File: config.mk
export PLATFORM = sky130hd
export DESIGN_NAME = divider_front_end
export DESIGN_NICKNAME = d
export VERILOG_FILES = /design/src/rtl/divider_front_end.sv
export SDC_FILE = /design/constraint.sdc
export NUM_CORES = 1
export LEC_CHECK = 0
export BUFFER_PORTS_ARGS = -buffer_cell sky130_fd_sc_hd__buf_4
export CAP_MARGIN = 10
export CORE_MARGIN = 4
export CORE_UTILIZATION = 35
export CTS_CLUSTER_SIZE = 30
export DETAILED_ROUTE_END_ITERATION = 8
export GPL_TIMING_DRIVEN = 1
export PLACE_DENSITY = 0.59
export SYNTH_ARGS = -nofsm -noshare
export SYNTH_HDL_FRONTEND = slang
export SYNTH_SLANG_ARGS = --single-unit
File: constraint.sdc
create_clock -name Clock -period 6.1 [get_ports Clock]
set_input_delay 0.305 -clock Clock [delete_from_list [all_inputs] [get_ports Clock]]
set_output_delay 0.305 -clock Clock [all_outputs]
set_load 0.01 [all_outputs]
File: src/rtl/divider_front_end.sv
// rtl/divider_front_end.sv - host-side request sequencer for the bit-slice divider
//
// Takes a dividend/divisor pair from the host, presents it to the divider
// datapath, runs a four-phase Req/Done handshake with the divider control
// unit, and hands the captured quotient/remainder back to the host.
// Divide-by-zero is answered locally without touching the divider, and a
// watchdog aborts an operation whose control unit never completes.
//
// Ports:
//   Clock, Reset                 rising-edge clock, synchronous active-high reset
//   InValid/InReady              host operand handshake
//   InDividend, InDivisor        operands from host
//   Req/Done                     four-phase handshake with divider control
//   OpA, OpB                     operands to datapath, stable while Busy
//   Quotient, Remainder          results from datapath
//   OutValid/OutReady            host result handshake
//   OutQuotient, OutRemainder    captured result
//   OutDivZero, OutTimeout       result came from divide-by-zero / watchdog abort
//   Busy                         high whenever not idle

module divider_front_end #(
  parameter int WIDTH   = 8,
  parameter int TIMEOUT = 64
) (
  input  logic             Clock,
  input  logic             Reset,
  input  logic             InValid,
  output logic             InReady,
  input  logic [WIDTH-1:0] InDividend,
  input  logic [WIDTH-1:0] InDivisor,
  output logic             Req,
  input  logic             Done,
  output logic [WIDTH-1:0] OpA,
  output logic [WIDTH-1:0] OpB,
  input  logic [WIDTH-1:0] Quotient,
  input  logic [WIDTH-1:0] Remainder,
  output logic             OutValid,
  input  logic             OutReady,
  output logic [WIDTH-1:0] OutQuotient,
  output logic [WIDTH-1:0] OutRemainder,
  output logic             OutDivZero,
  output logic             OutTimeout,
  output logic             Busy
);

  typedef enum logic [1:0] {
    IDLE    = 2'd0,
    REQ     = 2'd1,
    RELEASE = 2'd2,
    RESULT  = 2'd3
  } stateT;

  localparam int WDW = $clog2(TIMEOUT + 1);
  // Abort fires on the TIMEOUT-th cycle spent in REQ plus RELEASE.
  localparam logic [WDW-1:0] WD_LAST = WDW'(TIMEOUT - 1);

  stateT          state;
  logic [WDW-1:0] watchdog;

  always_ff @(posedge Clock) begin
    if (Reset) begin
      state        <= IDLE;
      watchdog     <= '0;
      Req          <= 1'b0;
      OutValid     <= 1'b0;
      InReady      <= 1'b1;
      Busy         <= 1'b0;
      OpA          <= '0;
      OpB          <= '0;
      OutQuotient  <= '0;
      OutRemainder <= '0;
      OutDivZero   <= 1'b0;
      OutTimeout   <= 1'b0;
    end else begin
      case (state)
        IDLE: begin
          // Done is deliberately ignored here.
          if (InValid) begin
            OpA     <= InDividend;
            OpB     <= InDivisor;
            InReady <= 1'b0;
            Busy    <= 1'b1;
            if (InDivisor == '0) begin
              // Answered locally; the divider is never requested.
              state        <= RESULT;
              OutQuotient  <= '1;
              OutRemainder <= InDividend;
              OutDivZero   <= 1'b1;
              OutValid     <= 1'b1;
            end else begin
              state <= REQ;
              Req   <= 1'b1;
            end
          end
        end

        REQ: begin
          // Done takes priority over a coincident watchdog expiry.
          if (Done) begin
            OutQuotient  <= Quotient;
            OutRemainder <= Remainder;
            Req          <= 1'b0;
            state        <= RELEASE;
            watchdog     <= watchdog + 1'b1;
          end else if (watchdog == WD_LAST) begin
            Req          <= 1'b0;
            OutQuotient  <= '0;
            OutRemainder <= '0;
            OutTimeout   <= 1'b1;
            OutValid     <= 1'b1;
            state        <= RESULT;
          end else begin
            watchdog <= watchdog + 1'b1;
          end
        end

        RELEASE: begin
          // Captured data stay frozen while Done is still high.
          if (!Done) begin
            OutValid <= 1'b1;
            state    <= RESULT;
          end else if (watchdog >= WD_LAST) begin
            // >= because capture on the last REQ cycle already bumped past WD_LAST.
            OutQuotient  <= '0;
            OutRemainder <= '0;
            OutTimeout   <= 1'b1;
            OutValid     <= 1'b1;
            state        <= RESULT;
          end else begin
            watchdog <= watchdog + 1'b1;
          end
        end

        RESULT: begin
          if (OutReady) begin
            OutValid   <= 1'b0;
            OutDivZero <= 1'b0;
            OutTimeout <= 1'b0;
            InReady    <= 1'b1;
            Busy       <= 1'b0;
            watchdog   <= '0;
            state      <= IDLE;
          end
        end

        default: begin
          state <= IDLE;
        end
      endcase
    end
  end

endmodule

After elaboration in Yosys (flattened, before gate mapping)
Cells that the tools add are included.
{ "word_totals": {"in_bits": 37, "latchBits": 0, "n_memories": 0, "regBits": 47, "elab_cells": 91, "ramBits": 0, "mem_bits_ro": 0, "output_inout_bits": 38} }
{ "op_classes": {"muxes": 46, "n_shift": 0, "n_eq_ne": 16, "n_reduce_logical": 15, "n_addsub": 1, "bitwise": 0, "n_mul": 0, "n_lt_le_gt_ge": 1, "div": 0} }
{ "op_table": {"columns": ["cell", "count"], "rows": [
  ["$mux W8", 9],
  ["$pmux W8 S3", 2],
  ["$mux W7", 5],
  ["$pmux W7 S3", 1],
  ["$ne A2 B2 Y1 const B", 9],
  ["$reduce_and A6 Y1", 3],
  ["$mux W1", 15],
  ["$mux W2", 7],
  ["$reduce_and A4 Y1", 3],
  ["$ne A3 B3 Y1 const B", 3],
  ["$logic_not A8 Y1", 1],
  ["$pmux W1 S2", 4],
  ["$pmux W2 S4", 1],
  ["$add A7 B1 Y7 const B", 1],
  ["$eq A7 B6 Y1 const B", 1],
  ["$ge A7 B6 Y1 const B", 1],
  ["$reduce_bool A3 Y1", 2],
  ["$reduce_and A5 Y1", 1],
  ["$eq A2 B2 Y1 const B", 2],
  ["$pmux W1 S4", 1],
  ["$reduce_bool A2 Y1", 2],
  ["$pmux W1 S3", 1],
  ["$reduce_and A3 Y1", 1],
  ["$eq A2 B1 Y1 const B", 1],
  ["2 further kinds", 2]
]} }

Longest topological paths before layout
Gate-level depths: netlist of run 1.
{ "depth": {"word_depth": 4, "ltp_mapped": 9, "ltp_nobuf": 7} }

Least setup slack after synthesis of run 1
No wires, ideal clock.
{ "synth_path": {"path_kind": "flip-flop to flip-flop", "from": "register state[0]", "to": "register OutRemainder[6]", "setup_ps": 142, "t_required_ps": 5958, "t_arrival_ps": 1918, "period_less_slack_ps": 2061, "stages_incl_launch_ff": 8, "slack_ps": 4039, "path_buffers": 1, "cell_sequence": "dfxtp_1 -> inv_1 -> ha_1 -> nor2b_1 -> or2_2 -> nor4b_4 -> buf_2 -> a311oi_2"} }
{ "synth_between": {"elab_chain_cells": 3, "elab_cells_between_ends": 11, "cone_classes": "eq/ne: 7; mux: 1; reduce/logical: 3"} }
{ "synth_rtl": {"columns": ["element", "line", "source"], "rows": [
  ["start: declaration", "57", "stateT state;"],
  ["start signal: assignment", "62", "state <= IDLE;"],
  ["start signal: assignment", "85", "state <= RESULT;"],
  ["start signal: assignment", "91", "state <= REQ;"],
  ["$eq A2 B1 Y1 (tied with other cells)", "75", "case (state)"],
  ["$ne A3 B3 Y1 (no line) (tied with other cells)", null, null],
  ["$reduce_and A6 Y1 (no line)", null, null],
  ["end signal: assignment", "87", "OutRemainder <= InDividend;"],
  ["end signal: assignment", "101", "OutRemainder <= Remainder;"],
  ["end: declaration", "40", "output logic [WIDTH-1:0] OutRemainder,"]
]} }
Several ways; a longest one is shown, not always the timed one.
A chain may end at the register's enable or synchronous reset.

Worst setup path in the final report of run 1
{ "layout_path": {"from": "register state[0]", "to": "register watchdog[3]"} }
{ "layout_between": {"elab_chain_cells": 3, "elab_cells_between_ends": 10, "cone_classes": "eq/ne: 7; mux: 1; reduce/logical: 2"} }
{ "layout_rtl": {"columns": ["element", "line", "source"], "rows": [
  ["$eq A2 B1 Y1 / $eq A2 B2 Y1 (equally long branches)", "75", null],
  ["$ne A3 B3 Y1 (no line) (tied with other cells)", null, null],
  ["$reduce_and A5 Y1 (no line)", null, null],
  ["end signal: assignment", "104", "watchdog <= watchdog + 1'b1;"],
  ["end signal: assignment", "113", "watchdog <= watchdog + 1'b1;"],
  ["end signal: assignment", "130", "watchdog <= watchdog + 1'b1;"],
  ["end: declaration", "58", "logic [WDW-1:0] watchdog;"]
]} }
Several ways; a longest one is shown, not always the timed one.

==> summary.md, run 1 <==
| Metric | Value |
|---|---|
| Outcome | finished, final reports clean |
| Asr flop ratio synth | 0% |
| Fin util | 46.8% |
| Setup slack after layout | 3.64 ns |
| GR peak layer | met2 |
| Placed Cells | 415 |
| Max-capacitance violation count | 0 |
| Pwr dens | 441 nW/um^2 |
| Layout cells sized above 1 | 29.5% |
| Root buffer cell | clkbuf_8 |
| Postcts setup bufs | 0 |
| Synth top area share | 40.3% |
| Most used flip-flop cell after synthesis | dfxtp_1 |
| Place WS | 3.68 ns |
| Sequential fraction of the synthesis area | 40.3% |
| Routability cong. | 0.807 |
| Slew Limit Fails | 0 |
| Worst-Skew Late Latency | 0.30 ns |
| Detailed Place HPWL | 4440 um |
| Initial antenna violation count | 0 |
| Row cnt | 29 |
| Post-synth cell types | 48 |
| Drt total wl | 6080 um |
| RSZ-0062 raised after global routing | no |
| GR Util met1 | 20.7% |
| Xor and xnor area share after synthesis | 0% |
| Worst hold path class | input pin to flop |
| Vias in the first global route | 2057 |
| Crit Path Category | flop to flop |
| Vias after detailed routing | 2196 |
| DRC | 0 |
| Tcrit/Tclk final | 40.3% |
| DIE AREA | 8040 um^2 |
| Share of total power in the clock network | 15.0% |
| Final hold violations | 0 |
| Final min period | 2.46 ns |
| Setup tns final | 0 ns |
| H-Tree Depth | 2 |
| VDD IR max | 0.000181 V |
| Post-synth EDFFs | 0 |
| Io pins | 75 |
| Ant. Diodes | 0 |
| Power share of the combinational group | 52.3% |
| Clock Skew | 0.0106 ns |
| P&R area growth vs syn | 28.8% |
| Cell Count, Final, Fillers Out | 423 |
| Main area contributors after synthesis | dfxtp_1 (40%), a21oi_1 (7.9%), nand2_1 (6.3%) |
| Filler Cell Count | 655 |
| Synth area leader | dfxtp_1 |
| Nets | 389 |
| Post-route ant nets | 0 |
| Initial DRC Count | 70 |
| Switching Power | 0.000548 W |
| P_leak | 1.23 nW |
| Initial Util | 36.4% |
| Mapped Area | 2330 um^2 |
| CP Data Required Time | 6.33 ns |
| Worst Setup End Kind | flop |
| Clk sinks | 47 |
| Per-cell routed wire length | 14.4 um |
| First-pass GRT wire length | 9650 um |
| CP Max Fanout | 12 |
| Tot GR Track Use | 15.1% |
| Slew HR | 46.8% |
| Chip height | 89.7 um |
| Clock buffer depth | 2 |
| FF+latch count, synth | 47 |
| Via density | 5.19 |
| GR Overflow Total | 0 |
| Nature of the critical path startpoint | flop |
| Met3 Usage GRT | 3.47% |
| Total CTS buffers | 5 |
| Avg Cell Area, Syn | 8.31 um^2 |
| Largest family of logic cells by synthesized area | compound AO/OA/AOI/OAI gates |
| Max Freq | 0.406 GHz |
| Flop pwr share | 32.7% |
| Core area | 6420 um^2 |
| Die width | 89.7 um |
| Commonest cells after routing, fill and taps aside | buf_4 (75), dfxtp_1 (47), nand2_1 (39) |
| Post-cts sizing count | 0 |
| Syn nets | 325 |
| Yosys Warn Count | 0 |
| Pre-antenna DRT Iters | 4 |
| M2 GR Usage | 24.0% |
| CTS clock-pin slew for the worst setup and hold paths | 0.09 ns |
| Mux cell area share after synthesis | 0.911% |
| Worst Tran Pin Value | 0.798 ns |
| Internal power | 0.000776 W |
| TritonCTS clock tree | done |
| IO buf count | 74 |
| Post-synthesis adder-cell area fraction | 3.75% |
| Largest net degree at the start of global routing | 46 |
| Final setup vio count | 0 |
| Post-synthesis simple-gate area fraction | 24.9% |
| Switching share of power | 41.4% |
| Number of instances in the synthesized netlist | 281 |
| Most common cell after layout, fill and taps aside | buf_4 |
| Hold-fix buffers at CTS | 0 |
| Worst Path Arrival | 2.69 ns |
| Compound-cell area share of the yosys netlist | 25.2% |
[power by group through the flow]
stage / Clock (W) / Sequential, W / Combinational [W]
global route: 0.000219 / 0.000445 / 0.000771
CTS: 0.000210 / 0.000434 / 0.000699
floorplan: 0 / 0.000465 / 0.000476
finish: 0.000199 / 0.000434 / 0.000692
global placement: 0 / 0.000439 / 0.000692
detailed placement: 0 / 0.000442 / 0.000698
[layer usage]
metal / up-vias / share of wire (%)
li1: 1126 / -
met1: 1003 / 50
met2: 61 / 42
met3: 6 / 6.7
met4: 0 / 0.97
met5: - / 0
[sequential cells by signal, indices dropped and copies added (netlist names), 2 cells and up]
| signal | count |
|---|---|
| OpA | 8 |
| OpB | 8 |
| OutQuotient | 8 |
| watchdog | 7 |
| OutRemainder | 8 |
| state | 2 |
[worst paths after layout]
path              slack, ns  cells after the start     endpoint     start
hold / removal         0.25                      2   OutDivZero  OutReady
setup reg to reg       3.64                      7  watchdog[3]  state[0]
setup / recovery       3.64                      7  watchdog[3]  state[0]
hold reg to reg        0.46                      2       OpB[5]    OpB[5]
[worst max-delay path, cell delays in order (launching register included)]
cell	delay, ns
dfxtp_1	0.43
inv_1	0.13
ha_1	0.28
nor2b_1	0.17
nor3_2	0.23
o211ai_1	0.33
or4b_2	0.69
a21oi_1	0.13
[layout make-up]
class / instances / area [um^2] / share of cell area [%]
multi-input combinational: 208 / 1280 / 42.5
sequential: 47 / 941 / 31.3
tap: 77 / 96.3 / 3.20
clock inverter: 2 / 16.3 / 0.541
clock buffer: 6 / 82.6 / 2.75
timing repair buffer: 75 / 563 / 18.7
inverter: 8 / 30.0 / 0.999
[through the flow]
stage | instance area (um^2) | hold WS, ns | power (W)
global route | 3010 | 0.241 | 0.00144
finish | 3010 | 0.245 | 0.00132
CTS | 3010 | 0.233 | 0.00134
floorplan | 2330 | 0.419 | 0.000941
global placement | 2910 | 0.444 | 0.00113
detailed placement | 2910 | 0.448 | 0.00114
[cells by family (layout without fill, tap and decap cells)]
family | Yosys count | in the layout
multiplexers | 2 | 2
adder cells (fa/ha/maj) | 7 | 7
buffers and inverters | 26 | 91
AND/OR/NAND/NOR | 117 | 117
AO/OA/AOI/OAI | 82 | 82
flip-flops | 47 | 47
[Yosys cell counts (6+ instances only)]
cell / count
a211oi_1: 6
clkbuf_1: 13
dfxtp_1: 47
ha_1: 7
nand3_1: 10
inv_1: 8
nand2b_1: 8
o21ai_0: 7
nor2_1: 32
a21oi_1: 37
a311oi_2: 6
nand2_1: 39
Power figures use the tool's default switching activity.
==> run 2: changes to the inputs <==
==> constraint.sdc (replaced) <==
create_clock -name Clock -period 2.3 [get_ports Clock]
set_input_delay 0.115 -clock Clock [delete_from_list [all_inputs] [get_ports Clock]]
set_output_delay 0.115 -clock Clock [all_outputs]
set_load 0.01 [all_outputs]
==> summary.md, run 2 (synthesis results as in run 1) <==
| Metric | Value |
|---|---|
| Outcome | finished, final reports clean |
| Initial DRC Count | 63 |
| Per-cell routed wire length | 14.0 um |
| P_leak | 1.28 nW |
| Met3 Usage GRT | 4.01% |
| Nature of the critical path startpoint | flop |
| CP peak stage delay | 0.63 ns |
| Root buffer cell | clkbuf_8 |
| Final min period | 2.12 ns |
| Max-capacitance violation count | 0 |
| Worst hold path class | input pin to flop |
| Io pins | 75 |
| Chip height | 89.7 um |
| Reg2reg setup slack | 0.18 ns |
| Vias after detailed routing | 2240 |
| Clk sinks | 47 |
| IO buf count | 74 |
| Total CTS buffers | 5 |
| Ant. Diodes | 0 |
| DIE AREA | 8040 um^2 |
| Worst Setup End Kind | flop |
| Critical path origin | state[1] |
| Worst path depth | 7 |
| Final hold violations | 0 |
| Share of total power in the clock network | 16.5% |
| Largest net degree at the start of global routing | 46 |
| Critical path's top delay family | simple AND/OR/NAND/NOR gates |
| GR Overflow Total | 0 |
| RSZ-0062 raised after global routing | no |
| Initial Util | 36.4% |
| Max Freq | 0.471 GHz |
| Reg2reg start | state[1] |
| Row cnt | 29 |
| Drt total wl | 6020 um |
| Core area | 6420 um^2 |
| Fin util | 48.1% |
| Worst Path Arrival | 2.35 ns |
| Pwr dens | 1200 nW/um^2 |
| Cell Count, Final, Fillers Out | 430 |
| Worst Tran Pin Value | 0.584 ns |
| Pre-antenna DRT Iters | 4 |
| Nets | 396 |
| Final setup vio count | 0 |
| Critical Path, Cell by Cell | inv_1 > ha_1 > nor3b_1 > o2111ai_1 > o211ai_1 > or4b_2 > a21oi_1 |
| Clock Skew | 0.00766 ns |
| First-pass GRT wire length | 9570 um |
| Setup slack after layout | 0.179 ns |
| Via density | 5.21 |
| Flop pwr share | 31.1% |
| CP max-delay cell | or4b_2 |
| CP Data Required Time | 2.53 ns |
| Vias in the first global route | 2108 |
| M2 GR Usage | 23.7% |
| Critical path buffer and inverter count | 1 |
| CTS clock-pin slew for the worst setup and hold paths | 0.09 ns |
| Initial antenna violation count | 0 |
| Switching share of power | 39.5% |
| Layout cells sized above 1 | 31.4% |
| Routability cong. | 0.780 |
| P&R area growth vs syn | 32.3% |
| CP Max Fanout | 5 |
| Tot GR Track Use | 14.9% |
| Hold-fix buffers at CTS | 0 |
| GR Util met1 | 20.1% |
| Most common cell after layout, fill and taps aside | buf_4 |
| FF-to-FF End | watchdog[3] |
| GR peak layer | met2 |
| Clock buffer depth | 2 |
| Worst-Skew Late Latency | 0.30 ns |
| Post-route ant nets | 0 |
| Switching Power | 0.00146 W |
| H-Tree Depth | 2 |
| Crit Path Category | flop to flop |
| R2R depth | 7 |
| Slew Limit Fails | 0 |
| Power share of the combinational group | 52.4% |
| Internal power | 0.00224 W |
| Commonest cells after routing, fill and taps aside | buf_4 (81), dfxtp_1 (46), nand2_1 (39) |
| Die width | 89.7 um |
| Place WS | 0.0882 ns |
| Setup tns final | 0 ns |
| Slew HR | 61.0% |
| DRC | 0 |
| Placed Cells | 421 |
| TritonCTS clock tree | done |
| Crit path capture | watchdog[3] |
| Tcrit/Tclk final | 92.2% |
| VDD IR max | 0.000572 V |
| Detailed Place HPWL | 4430 um |
[run 2: layout make-up]
| cell class | count | area, um^2 |
|---|---|---|
| Clock inverter | 3 | 43.8 |
| Sequential cell | 47 | 942 |
| Clock buffer | 5 | 68.8 |
| Tap cell | 77 | 96.3 |
| Timing Repair Buffer | 82 | 628 |
| Fill cell | 658 | 3330 |
| Multi-Input combinational cell | 208 | 1280 |
| Inverter | 8 | 30.0 |
[run 2: routing by layer]
layer	part of all wire, %	vias up
li1	-	1145
met1	46	1025
met2	46	63
met3	7.6	7
met4	0.91	0
met5	0	-
[run 2: stage by stage]
stage                     power, W  area [um^2]  hold WS (ns)
after floorplan            0.00249         2330         0.229
after global placement     0.00309         2970         0.369
after detailed placement   0.00311         2970         0.369
after CTS                  0.00373         3080        0.0485
after global routing       0.00401         3090        0.0581
final                      0.00370         3090        0.0544
[run 2: worst min path at each step]
stage / slack [ns] / from / to / cells past startpoint
finish: 0.05 / OutReady / OutDivZero / 2
global route: 0.06 / InDivisor[7] / OpB[7] / 3
CTS: 0.05 / InDivisor[5] / OpB[5] / 3
detailed placement: 0.37 / OutReady / OutDivZero / 2
global placement: 0.37 / OutReady / OutDivZero / 2
floorplan: 0.23 / OutReady / OutDivZero / 1
[run 2: repair_timing]
item / in CTS / in global routing
gates resized for setup: 0 / 2
buffers inserted: 0 / 1
setup endpoints to repair: 0 / 19
endpoints found under the hold margin: 0 / 0
[run 2: power by group through the flow]
stage	registers [W]	logic [W]	clock network (W)
after CTS	0.00115	0.00195	0.000633
after floorplan	0.00123	0.00126	0
after detailed placement	0.00117	0.00193	0
final	0.00115	0.00194	0.000609
after global routing	0.00118	0.00217	0.000654
after global placement	0.00117	0.00193	0
